[config.mk]
export PLATFORM = sky130hd
export DESIGN_NAME = mult_term_sequencer_flat
export DESIGN_NICKNAME = d
export VERILOG_FILES = /design/src/rtl/mult_term_sequencer_if.sv /design/src/rtl/mult_term_sequencer.sv /design/src/flat_wrapper.sv
export SDC_FILE = /design/constraint.sdc
export NUM_CORES = 1
export LEC_CHECK = 0
export BUFFER_PORTS_ARGS = -buffer_cell sky130_fd_sc_hd__buf_2
export CELL_PAD_IN_SITES_DETAIL_PLACEMENT = 0
export CELL_PAD_IN_SITES_GLOBAL_PLACEMENT = 1
export CORE_MARGIN = 1.5
export CORE_UTILIZATION = 35
export DETAILED_ROUTE_END_ITERATION = 10
export HOLD_SLACK_MARGIN = 0.02
export PLACE_DENSITY_LB_ADDON = 0.1
export SYNTH_ARGS = -nofsm -noshare
export SYNTH_HDL_FRONTEND = slang
export SYNTH_SLANG_ARGS = --single-unit
[constraint.sdc]
create_clock -name clk -period 4.55 [get_ports clk]
set_input_delay 0 -clock clk [delete_from_list [all_inputs] [get_ports clk]]
set_output_delay 0 -clock clk [all_outputs]
set_load 0.01 [all_outputs]
[src/rtl/mult_term_sequencer_if.sv]
// rtl/mult_term_sequencer_if.sv - control/accumulator-side bundle of the shift-add term sequencer.
interface mult_term_sequencer_if #(
   parameter int XW = 12,
   parameter int NB = 6,
   parameter int PW = 6
);
   logic          start;
   logic [XW-1:0] x;
   logic [NB-1:0] y;
   logic          pause;
   logic          busy;
   logic          done;
   logic          init_result;
   logic          ldresult;
   logic [XW-1:0] one_bit_mult_x;
   logic [PW-1:0] powercnt;

   // master is the sequencer itself; slave is the controller/accumulator side.
   modport master (
      input  start, x, y, pause,
      output busy, done, init_result, ldresult, one_bit_mult_x, powercnt
   );

   modport slave (
      output start, x, y, pause,
      input  busy, done, init_result, ldresult, one_bit_mult_x, powercnt
   );
endinterface

[src/rtl/mult_term_sequencer.sv]
// rtl/mult_term_sequencer.sv - serialises x*y into one gated, power-of-two weighted term per cycle.
module mult_term_sequencer #(
   parameter int XW = 12,
   parameter int NB = 6,
   parameter int PW = 6
) (
   input  logic                  clk,
   input  logic                  rst,
   mult_term_sequencer_if.master bus
);
   localparam int IW = $clog2(NB + 1);
   localparam logic [IW-1:0] LAST_IDX = IW'(NB);

   if (PW < NB) begin : g_pw_check
      $error("mult_term_sequencer: PW must be >= NB");
   end

   typedef enum logic [1:0] {S_IDLE, S_INIT, S_TERM, S_DONE} state_t;

   state_t        r_state;
   logic [XW-1:0] r_x;
   logic [NB-1:0] r_y;
   logic [IW-1:0] r_idx;
   logic          r_busy;
   logic          r_done;
   logic          r_init;
   logic          r_ld;
   logic [XW-1:0] r_obx;
   logic [PW-1:0] r_pc;

   logic [XW-1:0] w_term;
   logic [PW-1:0] w_weight;

   // r_idx is the index of the next term to present, so it reaches NB once all terms are out.
   assign w_term   = r_y[r_idx] ? r_x : '0;
   assign w_weight = PW'(1) << r_idx;

   always_ff @(posedge clk or negedge rst) begin
      if (!rst) begin
         r_state <= S_IDLE;
         r_x     <= '0;
         r_y     <= '0;
         r_idx   <= '0;
         r_busy  <= 1'b0;
         r_done  <= 1'b0;
         r_init  <= 1'b0;
         r_ld    <= 1'b0;
         r_obx   <= '0;
         r_pc    <= '0;
      end else begin
         case (r_state)
            S_IDLE: begin
               if (bus.start) begin
                  r_x     <= bus.x;
                  r_y     <= bus.y;
                  r_idx   <= '0;
                  r_busy  <= 1'b1;
                  r_init  <= 1'b1;
                  r_state <= S_INIT;
               end
            end
            S_INIT: begin
               r_init  <= 1'b0;
               r_obx   <= w_term;
               r_pc    <= w_weight;
               r_ld    <= 1'b1;
               r_idx   <= r_idx + IW'(1);
               r_state <= S_TERM;
            end
            S_TERM: begin
               // A paused edge keeps the last term on the bus but withdraws ldresult.
               if (bus.pause) begin
                  r_ld <= 1'b0;
               end else if (r_idx == LAST_IDX) begin
                  r_ld    <= 1'b0;
                  r_done  <= 1'b1;
                  r_state <= S_DONE;
               end else begin
                  r_obx <= w_term;
                  r_pc  <= w_weight;
                  r_ld  <= 1'b1;
                  r_idx <= r_idx + IW'(1);
               end
            end
            S_DONE: begin
               r_done  <= 1'b0;
               r_busy  <= 1'b0;
               r_state <= S_IDLE;
            end
            default: r_state <= S_IDLE;
         endcase
      end
   end

   assign bus.busy           = r_busy;
   assign bus.done           = r_done;
   assign bus.init_result    = r_init;
   assign bus.ldresult       = r_ld;
   assign bus.one_bit_mult_x = r_obx;
   assign bus.powercnt       = r_pc;
endmodule

[src/flat_wrapper.sv]
// flat-port wrapper written by rule: the top's interface ports become plain ports
module mult_term_sequencer_flat 
#(
   parameter int XW = 12,
   parameter int NB = 6,
   parameter int PW = 6
)
  (clk, rst, bus_start, bus_x, bus_y, bus_pause, bus_busy, bus_done, bus_init_result, bus_ldresult, bus_one_bit_mult_x, bus_powercnt);
  mult_term_sequencer_if #(.XW(XW), .NB(NB), .PW(PW)) bus_i ();
  input  logic clk;
  input  logic rst;
  input wire logic [$bits(bus_i.start)-1:0] bus_start;
  input wire logic [$bits(bus_i.x)-1:0] bus_x;
  input wire logic [$bits(bus_i.y)-1:0] bus_y;
  input wire logic [$bits(bus_i.pause)-1:0] bus_pause;
  output wire logic [$bits(bus_i.busy)-1:0] bus_busy;
  output wire logic [$bits(bus_i.done)-1:0] bus_done;
  output wire logic [$bits(bus_i.init_result)-1:0] bus_init_result;
  output wire logic [$bits(bus_i.ldresult)-1:0] bus_ldresult;
  output wire logic [$bits(bus_i.one_bit_mult_x)-1:0] bus_one_bit_mult_x;
  output wire logic [$bits(bus_i.powercnt)-1:0] bus_powercnt;
  assign bus_i.start = bus_start;
  assign bus_i.x = bus_x;
  assign bus_i.y = bus_y;
  assign bus_i.pause = bus_pause;
  assign bus_busy = bus_i.busy;
  assign bus_done = bus_i.done;
  assign bus_init_result = bus_i.init_result;
  assign bus_ldresult = bus_i.ldresult;
  assign bus_one_bit_mult_x = bus_i.one_bit_mult_x;
  assign bus_powercnt = bus_i.powercnt;
  mult_term_sequencer #(.XW(XW), .NB(NB), .PW(PW)) u_core (.clk(clk), .rst(rst), .bus(bus_i));
endmodule
==> impl_results.md, run 1 <==
- Status: completed
- Unrepaired setup endpoints after global routing: false
- Critical path peak fanout: 18
- Count of maximum capacitance violations: 0
- Total die area: 6435 µm²
- Sequential area share after synthesis: 0.5396
- Skew-Pair Late Insertion Delay: just under 0.3 ns
- Max-slew violation total from the final report: 0
- Arrival time reported for the critical path endpoint: between 2 and 3 ns
- Post-synthesis area per instance: about 12 µm²
- Type of element capturing the critical path: flip-flop
- Crit path largest cell delay: roughly 0.66 ns
- Number of remaining DRC errors: 0
- R2r startpoint: u_core.r_state[0]
- Worst hold-check path type: in -> reg
- Filler cells: about 540
- Post-DP HPWL: 2913 µm
- Endpoints failing hold: 0
- First-pass GRT wire length: ~7100 µm
- Multi-input combinational cell area: about 840 µm²
- Total CTS buffers: 5
- Total setup violations reported at the end of the flow: 0
- Maximum clock frequency: 0.4038 GHz
- Crit path launch: u_core.r_state[0]
- Register clock-pin slew on the reported worst setup and hold paths: roughly 0.08 ns
- Total core area: between 5000 and 6000 µm²
- Vias/cell: ~4.9
- Clock Power Share: 0.158
- Post-synthesis cell type count: 29
- Die extent in y: 80.22 µm
- Worst Hold Launch: bus_start
- YS warnings: 0
- Slew HR: 0.3415
- Via count of the first global-routing pass: 1497
- Number of synthesized register bits: 45
- Share of post-route cells with drive strength above 1: 0.3391
- Final estimated routing congestion in global placement: between 0.8 and 0.9
- Starting density of the core: 0.3699
- Global route total overflow: 0
- EDFF count, synth: 0
- CTS sink count: 45
- Maximum number of pins on one net before global-route repair: 46
- CP cell instances: inv_1 -> ha_1 -> nand2b_1 -> o21a_1 -> mux2_2
- Router iterations before antenna repair: 4
- DRC violation total after the first TritonRoute iteration: between 50 and 60
- Power after layout: approximately 0.0017 W
- Net switching power: between 0.0006 and 0.0007 W
- Sequential share of power: 0.403
- Vias after detailed routing: between 1000 and 1500
- Post-layout min period: 2.476 ns
- Combinational cell fraction of total power: 0.439
- Int Power: 0.001064 W
- Antenna Diode Count: 0
- Startpoint kind of the worst setup timing path: flip-flop
- Antenna Nets Post-Route: 0
- Asr flop ratio synth: 1.000
- Final nets: approximately 260
- Tcrit/Tclk final: 0.5442
- Deepest clock path buffer count: 2
- Post-Syn Nets: ~200
- Reg2reg path depth: 5
- Standard cell with the maximum stage delay on the critical path: o21a_1
- Post-Syn Area: about 2100 µm²
- Std-Cell Rows: 27
- Type of the setup path with the least slack: reg -> reg
- Overall die width: 80.22 µm
- Final-layout setup total negative slack: 0 ns
- Clock Skews: 0.005865 ns
- Routed Wire Length: about 4200 µm
- Sw Ratio: 0.3711
- Post-route core utilization: 0.4680
- Number of antenna violations at the first check in global routing: 0
- Seq. cell area: 1126 µm²
- Clock tree root buffer cell: clkbuf_8
- Pwr Density: roughly 640 nW/µm²
- CTS H-tree depth: 2
- Post-CTS Resized: 0
- Slew at the pin with the worst max-slew slack: slightly below 1 ns
- TritonCTS clock tree: done
- GRT Util Overall: 0.1470
- Number of top-level design ports: 44
- Layout-stage area growth over the synthesis result: 26.50%
- Data required time of the critical path: ~4.7 ns
- IR Drop Worst-Case VDD: ~0.22 mV
- Setup slack of the worst register-to-register path: 2.07 ns
- Leak: ~1.3 nW
- Quantity of I/O buffers inserted on ports: 43
- Top FF cell, synth: dfrtp_1
- Post-Synthesis Cells: around 170
- Worst setup path endpoint: u_core.bus.powercnt[3]
- Average detailed-routed wire length per instance: between 10 and 15 µm
- R2R Path End: u_core.bus.powercnt[3]
[worst max-delay path, delay by kind of cell, from the launching register on]
kind            cells  cell delay, ns
compound gates      1            0.66
simple gates        1            0.47
flops               1            0.42
fa+ha+maj           1            0.29
mux                 1            0.41
buf+inv             1            0.10
[logic make-up (layout without fill, tap and decap cells)]
logic type | after synthesis | in the layout | share of synthesized area
adders and majority gates | 9 | 9 | 0.05396
DFF | 45 | 45 | 0.5396
and+or+nand+nor | 19 | 19 | 0.04676
AOI/OAI and AO/OA | 40 | 40 | 0.1397
muxes | 30 | 30 | 0.1613
buffers and inverters | 29 | 90 | 0.05875
[worst min path at each step]
stage,to,slack [ns],depth (start not counted)
floorplan,u_core.bus.busy,-0.30,0
global placement,u_core.r_x[0],0.20,1
detailed placement,u_core.r_x[0],0.23,1
CTS,u_core.bus.init_result,0.05,3
global route,u_core.bus.init_result,0.06,3
finish,u_core.bus.init_result,0.06,3
[synth_stat cells, types with 2 or more instances]
master    number  area (µm²)
clkbuf_1       6       22.52
mux2i_1        4       40.04
nor2_1         2       7.510
nand2b_1       2       12.51
a21oi_1        2       10.01
mux2_2        25       281.5
dfrtp_1       45        1126
buf_2          2       10.01
nor2b_1        6       37.54
inv_1         19       71.32
ha_1           9       112.6
nand2_1        6       22.52
o211ai_1      14       105.1
o31ai_1       12       90.09
o21ai_0        4       20.02
[cells in the final DEF (no fill, tap or decap), drive strengths merged, types with 2 or more instances in the layout]
cell	netlist	layout
o211ai	14	14
a21oi	2	2
nor2	2	2
nor2b	6	6
buf	4	44
inv	19	19
mux2	26	26
nand2	6	6
mux2i	4	4
dfrtp	45	45
nand2b	2	2
o31ai	12	12
clkbuf	6	7
ha	9	9
dlygate4sd3	0	19
o21ai	4	4
[per-layer routing]
layer  vias up  track usage  wire [µm]
met5         -            0          0
met4         0      0.04655         39
li1        726            -          -
met1       722       0.1848       1955
met3         4      0.04091        180
met2        44       0.2437       2020
[repair_timing]
item	in CTS	in global routing
setup endpoints to repair	0	0
hold buffers	19	0
hold endpoints to repair	63	0
setup buffers	0	0
[power by group through the flow]
stage / Combinational, W / Sequential (W) / Clock [W]
after global placement: 0.000715 / 0.000684 / 0
final: 0.000742 / 0.000683 / 0.000267
after floorplan: 0.000537 / 0.000687 / 0
after CTS: 0.000756 / 0.000683 / 0.000281
after global routing: 0.000833 / 0.000708 / 0.000297
after detailed placement: 0.000741 / 0.000692 / 0
[area by class of cell]
| type | count | area share |
|---|---|---|
| repair buffers | 63 | 0.1564 |
| well taps | 72 | 0.03412 |
| flip-flops and latches | 45 | 0.4265 |
| clock buffers | 7 | 0.03649 |
| inverters | 19 | 0.02701 |
| multi-input cells | 98 | 0.3175 |
| clock inverters | 1 | 0.001896 |
[metrics by stage]
step	hold slack, ns	setup WS [ns]	area, µm²	std cells
floorplan	-0.2956	2.735	2087	172
CTS	0.04962	2.069	2640	305
detailed placement	0.2265	2.088	2349	278
global placement	0.2026	2.211	2349	278
finish	0.06104	2.074	2640	305
global route	0.05675	1.858	2640	305
[flip-flops by register name (all words and copies together), names as in the netlist]
name                       flops
u_core.r_x                    12
u_core.r_idx                   3
u_core.bus.one_bit_mult_x     12
u_core.r_y                     6
u_core.bus.done                1
u_core.bus.busy                1
u_core.bus.powercnt            6
u_core.bus.init_result         1
u_core.bus.ldresult            1
u_core.r_state                 2
Note: power is estimated with default switching activity, not from simulation.
==> run 2, diff against run 1 <==
==> constraint.sdc (replaced) <==
create_clock -name clk -period 2.5 [get_ports clk]
set_input_delay 0 -clock clk [delete_from_list [all_inputs] [get_ports clk]]
set_output_delay 0 -clock clk [all_outputs]
set_load 0.01 [all_outputs]
==> run 2 against run 1 <==
Effect of this change:
- non-clock buffer count increased by 4
- total power is 88% higher
- routed wire length up 1.2%
- maximum frequency grew 13%
- flip-flop and latch count is the same
- worst hold slack got worse by 0.0073 ns
- design area up 1.7%
- highest routed layer unchanged
==> impl_results.md, run 2 (synthesis gave the netlist of run 1 again) <==
- Antenna Nets Post-Route: 0
- Maximum number of pins on one net before global-route repair: between 40 and 50
- Setup slack of the worst register-to-register path: ~0.3 ns
- Critical path peak fanout: 17
- Status: completed
- R2R Path End: u_core.r_idx[0]
- Total CTS buffers: 5
- Count of maximum capacitance violations: 0
- Std-Cell Rows: 27
- CTS sink count: 45
- Worst Hold Launch: bus_start
- Post-place setup slack: 0.3492 ns
- Type of element capturing the critical path: flip-flop
- DRC violation total after the first TritonRoute iteration: 98
- Pwr Density: around 1200 nW/µm²
- Clock Skews: just over 0.006 ns
- Tcrit/Tclk final: 0.8793
- Vias/cell: 4.887
- Clock tree root buffer cell: clkbuf_8
- First-pass GRT wire length: about 7000 µm
- Layout-stage area growth over the synthesis result: 28.60%
- Vias after detailed routing: around 1500
- Register clock-pin slew on the reported worst setup and hold paths: about 0.080 ns
- Final worst-path setup slack: 0.3018 ns
- Slew HR: 0.3313
- Die extent in y: ~80 µm
- Data required time of the critical path: ~2.7 ns
- Endpoints failing hold: 0
- Deepest clock path buffer count: 2
- Startpoint kind of the worst setup timing path: flip-flop
- Via count of the first global-routing pass: 1532
- Worst min-delay path endpoint: u_core.bus.init_result
- Final nets: 267
- Total die area: around 6400 µm²
- Worst hold-check path type: in -> reg
- Number of remaining DRC errors: 0
- Number of top-level design ports: 44
- Total setup violations reported at the end of the flow: 0
- Antenna Diode Count: 0
- TritonCTS clock tree: done
- Overall die width: 80.22 µm
- Leak: 1.296 nW
- Unrepaired setup endpoints after global routing: false
- Maximum clock frequency: about 0.45 GHz
- Slew at the pin with the worst max-slew slack: 1.003 ns
- Starting density of the core: 0.3699
- Post-layout min period: ~2.2 ns
- Router iterations before antenna repair: 4
- Final-layout setup total negative slack: 0 ns
- Commonest non-fill, non-tap cell in the layout: dfrtp_1
- Type of the setup path with the least slack: reg -> reg
- Arrival time reported for the critical path endpoint: approximately 2.4 ns
- Post-DP HPWL: around 3000 µm
- Routed Wire Length: roughly 4200 µm
- Skew-Pair Late Insertion Delay: roughly 0.3 ns
- GRT Util Overall: 0.1435
- Average detailed-routed wire length per instance: between 10 and 15 µm
- IR Drop Worst-Case VDD: around 0.47 mV
- Quantity of I/O buffers inserted on ports: 43
- Final estimated routing congestion in global placement: slightly below 0.8
- Reg2reg path depth: 5
- Max-slew violation total from the final report: 0
- Most frequent cells in the layout: dfrtp_1, buf_2, mux2_2
- Power after layout: 0.003187 W
- Share of post-route cells with drive strength above 1: 0.3502
- CTS H-tree depth: 2
- Total core area: between 5000 and 6000 µm²
- R2r startpoint: u_core.r_idx[0]
- Worst Hold Path Cells: 3
- Global route total overflow: 0
- Number of antenna violations at the first check in global routing: 0
[run 2: critical path: stages, from the launching register on]
cell	delay (ns)
dfrtp_1	0.45
inv_1	0.12
ha_1	0.24
a21o_1	0.37
a211oi_1	0.65
mux2i_1	0.29
[run 2: metal layers]
metal  up-vias  global-route usage  routed length, µm
li1        733                   -                  -
met1       732              0.1750               1990
met2        41              0.2454               2030
met3         4             0.04091                193
met4         0             0.04138                 33
met5         -                   0                  0
[run 2: final cells by class]
type | instances | area [µm²]
fillers | 519 | 2958
flip-flops and latches | 45 | 1126
multi-input cells | 98 | 838.3
repair buffers | 67 | 442.9
well taps | 72 | 90.09
inverters | 19 | 71.32
clock buffers | 5 | 68.82
clock inverters | 3 | 46.29
[run 2: how the worst max path moves through the flow]
| stage | slack (ns) | cells past startpoint | startpoint | endpoint |
|---|---|---|---|---|
| 6_report | 0.30 | 5 | u_core.r_idx[0] | u_core.r_idx[0] |
| 5_1_grt | 0.08 | 5 | u_core.r_idx[0] | u_core.r_idx[0] |
| 4_1_cts | 0.27 | 5 | u_core.r_idx[0] | u_core.r_idx[0] |
| 3_5_place_dp | 0.35 | 5 | u_core.r_idx[0] | u_core.r_idx[0] |
| 3_3_place_gp | 0.49 | 5 | u_core.r_idx[0] | u_core.r_idx[0] |
| 2_1_floorplan | 0.68 | 6 | u_core.r_idx[0] | u_core.r_idx[0] |
[run 2: through the flow]
step	std cells	util	cell area, µm²	hold WS [ns]
finish	309	0.4757	2684	0.05373
global route	309	0.4757	2684	0.05694
detailed placement	282	0.4216	2379	0.2362
floorplan	172	-	2087	-0.2956
global placement	282	0.4216	2379	0.2057
CTS	309	0.4757	2684	0.04897
[run 2: timing repair]
item                                    in CTS  in global routing
hold buffers                                19                  0
endpoints found under the hold margin       63                  0
endpoints found under the setup margin       0                  0
buffers inserted                             0                  0
resized for setup                            0                  0
[run 2: power breakdown]
group,total (W),leakage [nW],internal (W),switching [W]
Sequential,0.00122,0.559,0.00104,0.000181
Clock,0.000550,0.0543,0.000299,0.000251
Combinational,0.00141,0.683,0.000678,0.000737
Total,0.00319,1.30,0.00202,0.00117
==> run 3, diff against run 2 <==
--- a/config.mk
+++ b/config.mk
@@ -8,7 +8,7 @@
 export BUFFER_PORTS_ARGS = -buffer_cell sky130_fd_sc_hd__buf_2
 export CELL_PAD_IN_SITES_DETAIL_PLACEMENT = 0
 export CELL_PAD_IN_SITES_GLOBAL_PLACEMENT = 1
-export CORE_MARGIN = 1.5
+export CORE_MARGIN = 5
 export CORE_UTILIZATION = 35
 export DETAILED_ROUTE_END_ITERATION = 10
 export HOLD_SLACK_MARGIN = 0.02
==> run 3 against run 2 <==
Effect of this change:
- largest power group unchanged
- largest cell class unchanged
- register-to-register slack about the same
- highest routed layer unchanged
- clock skew decreased by 0.0026 ns
- total power increased by 0.59%
- worst hold slack got worse by 0.0034 ns
- flip-flop and latch count unchanged
- critical endpoint unchanged
- critical path depth unchanged
==> impl_results.md, run 3 (synthesis gave the netlist of run 1 again) <==
- Post-DP HPWL: 3257 µm
- Status: completed
- Register clock-pin slew on the reported worst setup and hold paths: around 0.080 ns
- Post-layout min period: approximately 2.2 ns
- Seq. cell area: ~1100 µm²
- GRT Util Overall: 0.1289
- Router iterations before antenna repair: 4
- Count of maximum capacitance violations: 0
- Std-Cell Rows: 28
- Startpoint kind of the worst setup timing path: flip-flop
- Max-slew violation total from the final report: 0
- Starting density of the core: 0.3567
- CTS sink count: between 40 and 50
- CTS H-tree depth: 2
- Type of the setup path with the least slack: reg -> reg
- Deepest clock path buffer count: 2
- Final estimated routing congestion in global placement: 0.7032
- Pwr Density: ~1200 nW/µm²
- Maximum number of pins on one net before global-route repair: 46
- Overall die width: 87.22 µm
- Clock tree root buffer cell: clkbuf_8
- Routed Wire Length: about 4500 µm
- Antenna Nets Post-Route: 0
- Global route total overflow: 0
- Leak: between 1 and 1.5 nW
- Vias/cell: roughly 4.8
- Quantity of I/O buffers inserted on ports: 43
- Number of remaining DRC errors: 0
- Worst min-delay path endpoint: u_core.bus.init_result
- Final nets: around 270
- Total CTS buffers: 5
- IR Drop Worst-Case VDD: 0.4927 mV
- Number of buffers inserted for hold repair after clock tree synthesis: 19
- Average detailed-routed wire length per instance: 14.53 µm
- Critical path peak fanout: 17
- Hold Worst Slack: roughly 0.05 ns
- Commonest non-fill, non-tap cell in the layout: dfrtp_1
- Endpoints failing hold: 0
- Type of element capturing the critical path: flip-flop
- Post-CTS Resized: 0
- Reg2reg path depth: 5
- Maximum clock frequency: approximately 0.46 GHz
- Data required time of the critical path: ~2.7 ns
- Worst Hold Launch: bus_start
- Skew-Pair Late Insertion Delay: approximately 0.30 ns
- Clock Skews: about 0.0036 ns
- Number of buffers inserted by post-CTS setup repair: 0
- Multi-input combinational cell area: roughly 840 µm²
- Layout-stage area growth over the synthesis result: 28.48%
- Worst hold-check path type: in -> reg
- Final-layout setup total negative slack: 0 ns
- Post-route core utilization: 0.4583
- Setup slack of the worst register-to-register path: 0.30 ns
- R2R Path End: u_core.r_idx[0]
- Number of antenna violations at the first check in global routing: 0
- Most frequent cells in the layout: dfrtp_1, buf_2, mux2_2
- Arrival time reported for the critical path endpoint: around 2.4 ns
- Total die area: about 7600 µm²
- R2r startpoint: u_core.r_idx[0]
- Combined buffer and inverter count along the critical path: 1
- Total core area: around 5900 µm²
- Total setup violations reported at the end of the flow: 0
- Crit path max-delay family: compound AO/OA/AOI/OAI gates
- Tcrit/Tclk final: 0.8784
- DRC violation total after the first TritonRoute iteration: 44
- Antenna Diode Count: 0
- Slew at the pin with the worst max-slew slack: just over 1 ns
- Via count of the first global-routing pass: around 1600
- Filler cells: between 500 and 600
- Number of top-level design ports: between 40 and 50
- Number of stages on the worst setup path: 5
- First-pass GRT wire length: ~7700 µm
- Slew HR: 0.3171
- Die extent in y: just under 90 µm
- Unrepaired setup endpoints after global routing: false
- Share of post-route cells with drive strength above 1: 0.3432
- CP cell instances: inv_1 -> ha_1 -> a21o_1 -> a211oi_1 -> mux2i_1
- Vias after detailed routing: about 1500
- TritonCTS clock tree: done
- Standard cell with the maximum stage delay on the critical path: a211oi_1
- Worst Hold Path Cells: 3
- Crit path largest cell delay: around 0.67 ns
## run 3: worst max-delay path by stage
stage	from	end	slack (ns)
6_report	u_core.r_idx[0]	u_core.r_idx[0]	0.30
2_1_floorplan	u_core.r_idx[0]	u_core.r_idx[0]	0.68
3_3_place_gp	u_core.r_idx[0]	u_core.r_idx[0]	0.46
3_5_place_dp	u_core.r_idx[0]	u_core.r_idx[0]	0.30
4_1_cts	u_core.r_idx[0]	u_core.r_idx[0]	0.28
5_1_grt	u_core.r_idx[0]	u_core.r_idx[0]	0.15
## run 3: tightest hold or removal path: cells and delay by family
family / cells / cell delay [ns]
muxes: 1 / 0.08
AOI/OAI and AO/OA: 1 / 0.11
buffers and inverters: 1 / 0.12
## run 3: through the flow
step / worst slack [ns] / instance area [µm²] / std cells / total power, W
2_1_floorplan: 0.6850 / 2087 / 172 / 0.002228
3_3_place_gp: 0.4650 / 2375 / 284 / 0.002582
3_5_place_dp: 0.2967 / 2375 / 284 / 0.002656
4_1_cts: 0.2815 / 2681 / 311 / 0.003261
5_1_grt: 0.1453 / 2681 / 311 / 0.003452
6_report: 0.3039 / 2681 / 311 / 0.003206
## run 3: area by class of cell
type / count / area share
Clock buffer: 7 / 0.03220
Clock inverter: 1 / 0.01120
Inverter: 19 / 0.02660
Multi-Input combinational cell: 98 / 0.3126
Sequential cell: 45 / 0.4200
Tap cell: 75 / 0.03500
Timing Repair Buffer: 66 / 0.1624
## run 3: where the power goes
| group | switching (W) | leakage (nW) | internal, W |
|---|---|---|---|
| combinational | 0.000723 | 0.678 | 0.000669 |
| sequential | 0.000204 | 0.559 | 0.00104 |
| clock | 0.000242 | 0.0585 | 0.000326 |
| total | 0.00117 | 1.30 | 0.00204 |
## run 3: layer usage
layer  wire length [µm]  GRT usage
met1               1966     0.1550
met2               2269     0.2257
met3                218    0.03122
met4                 65    0.04184
met5                  0          0
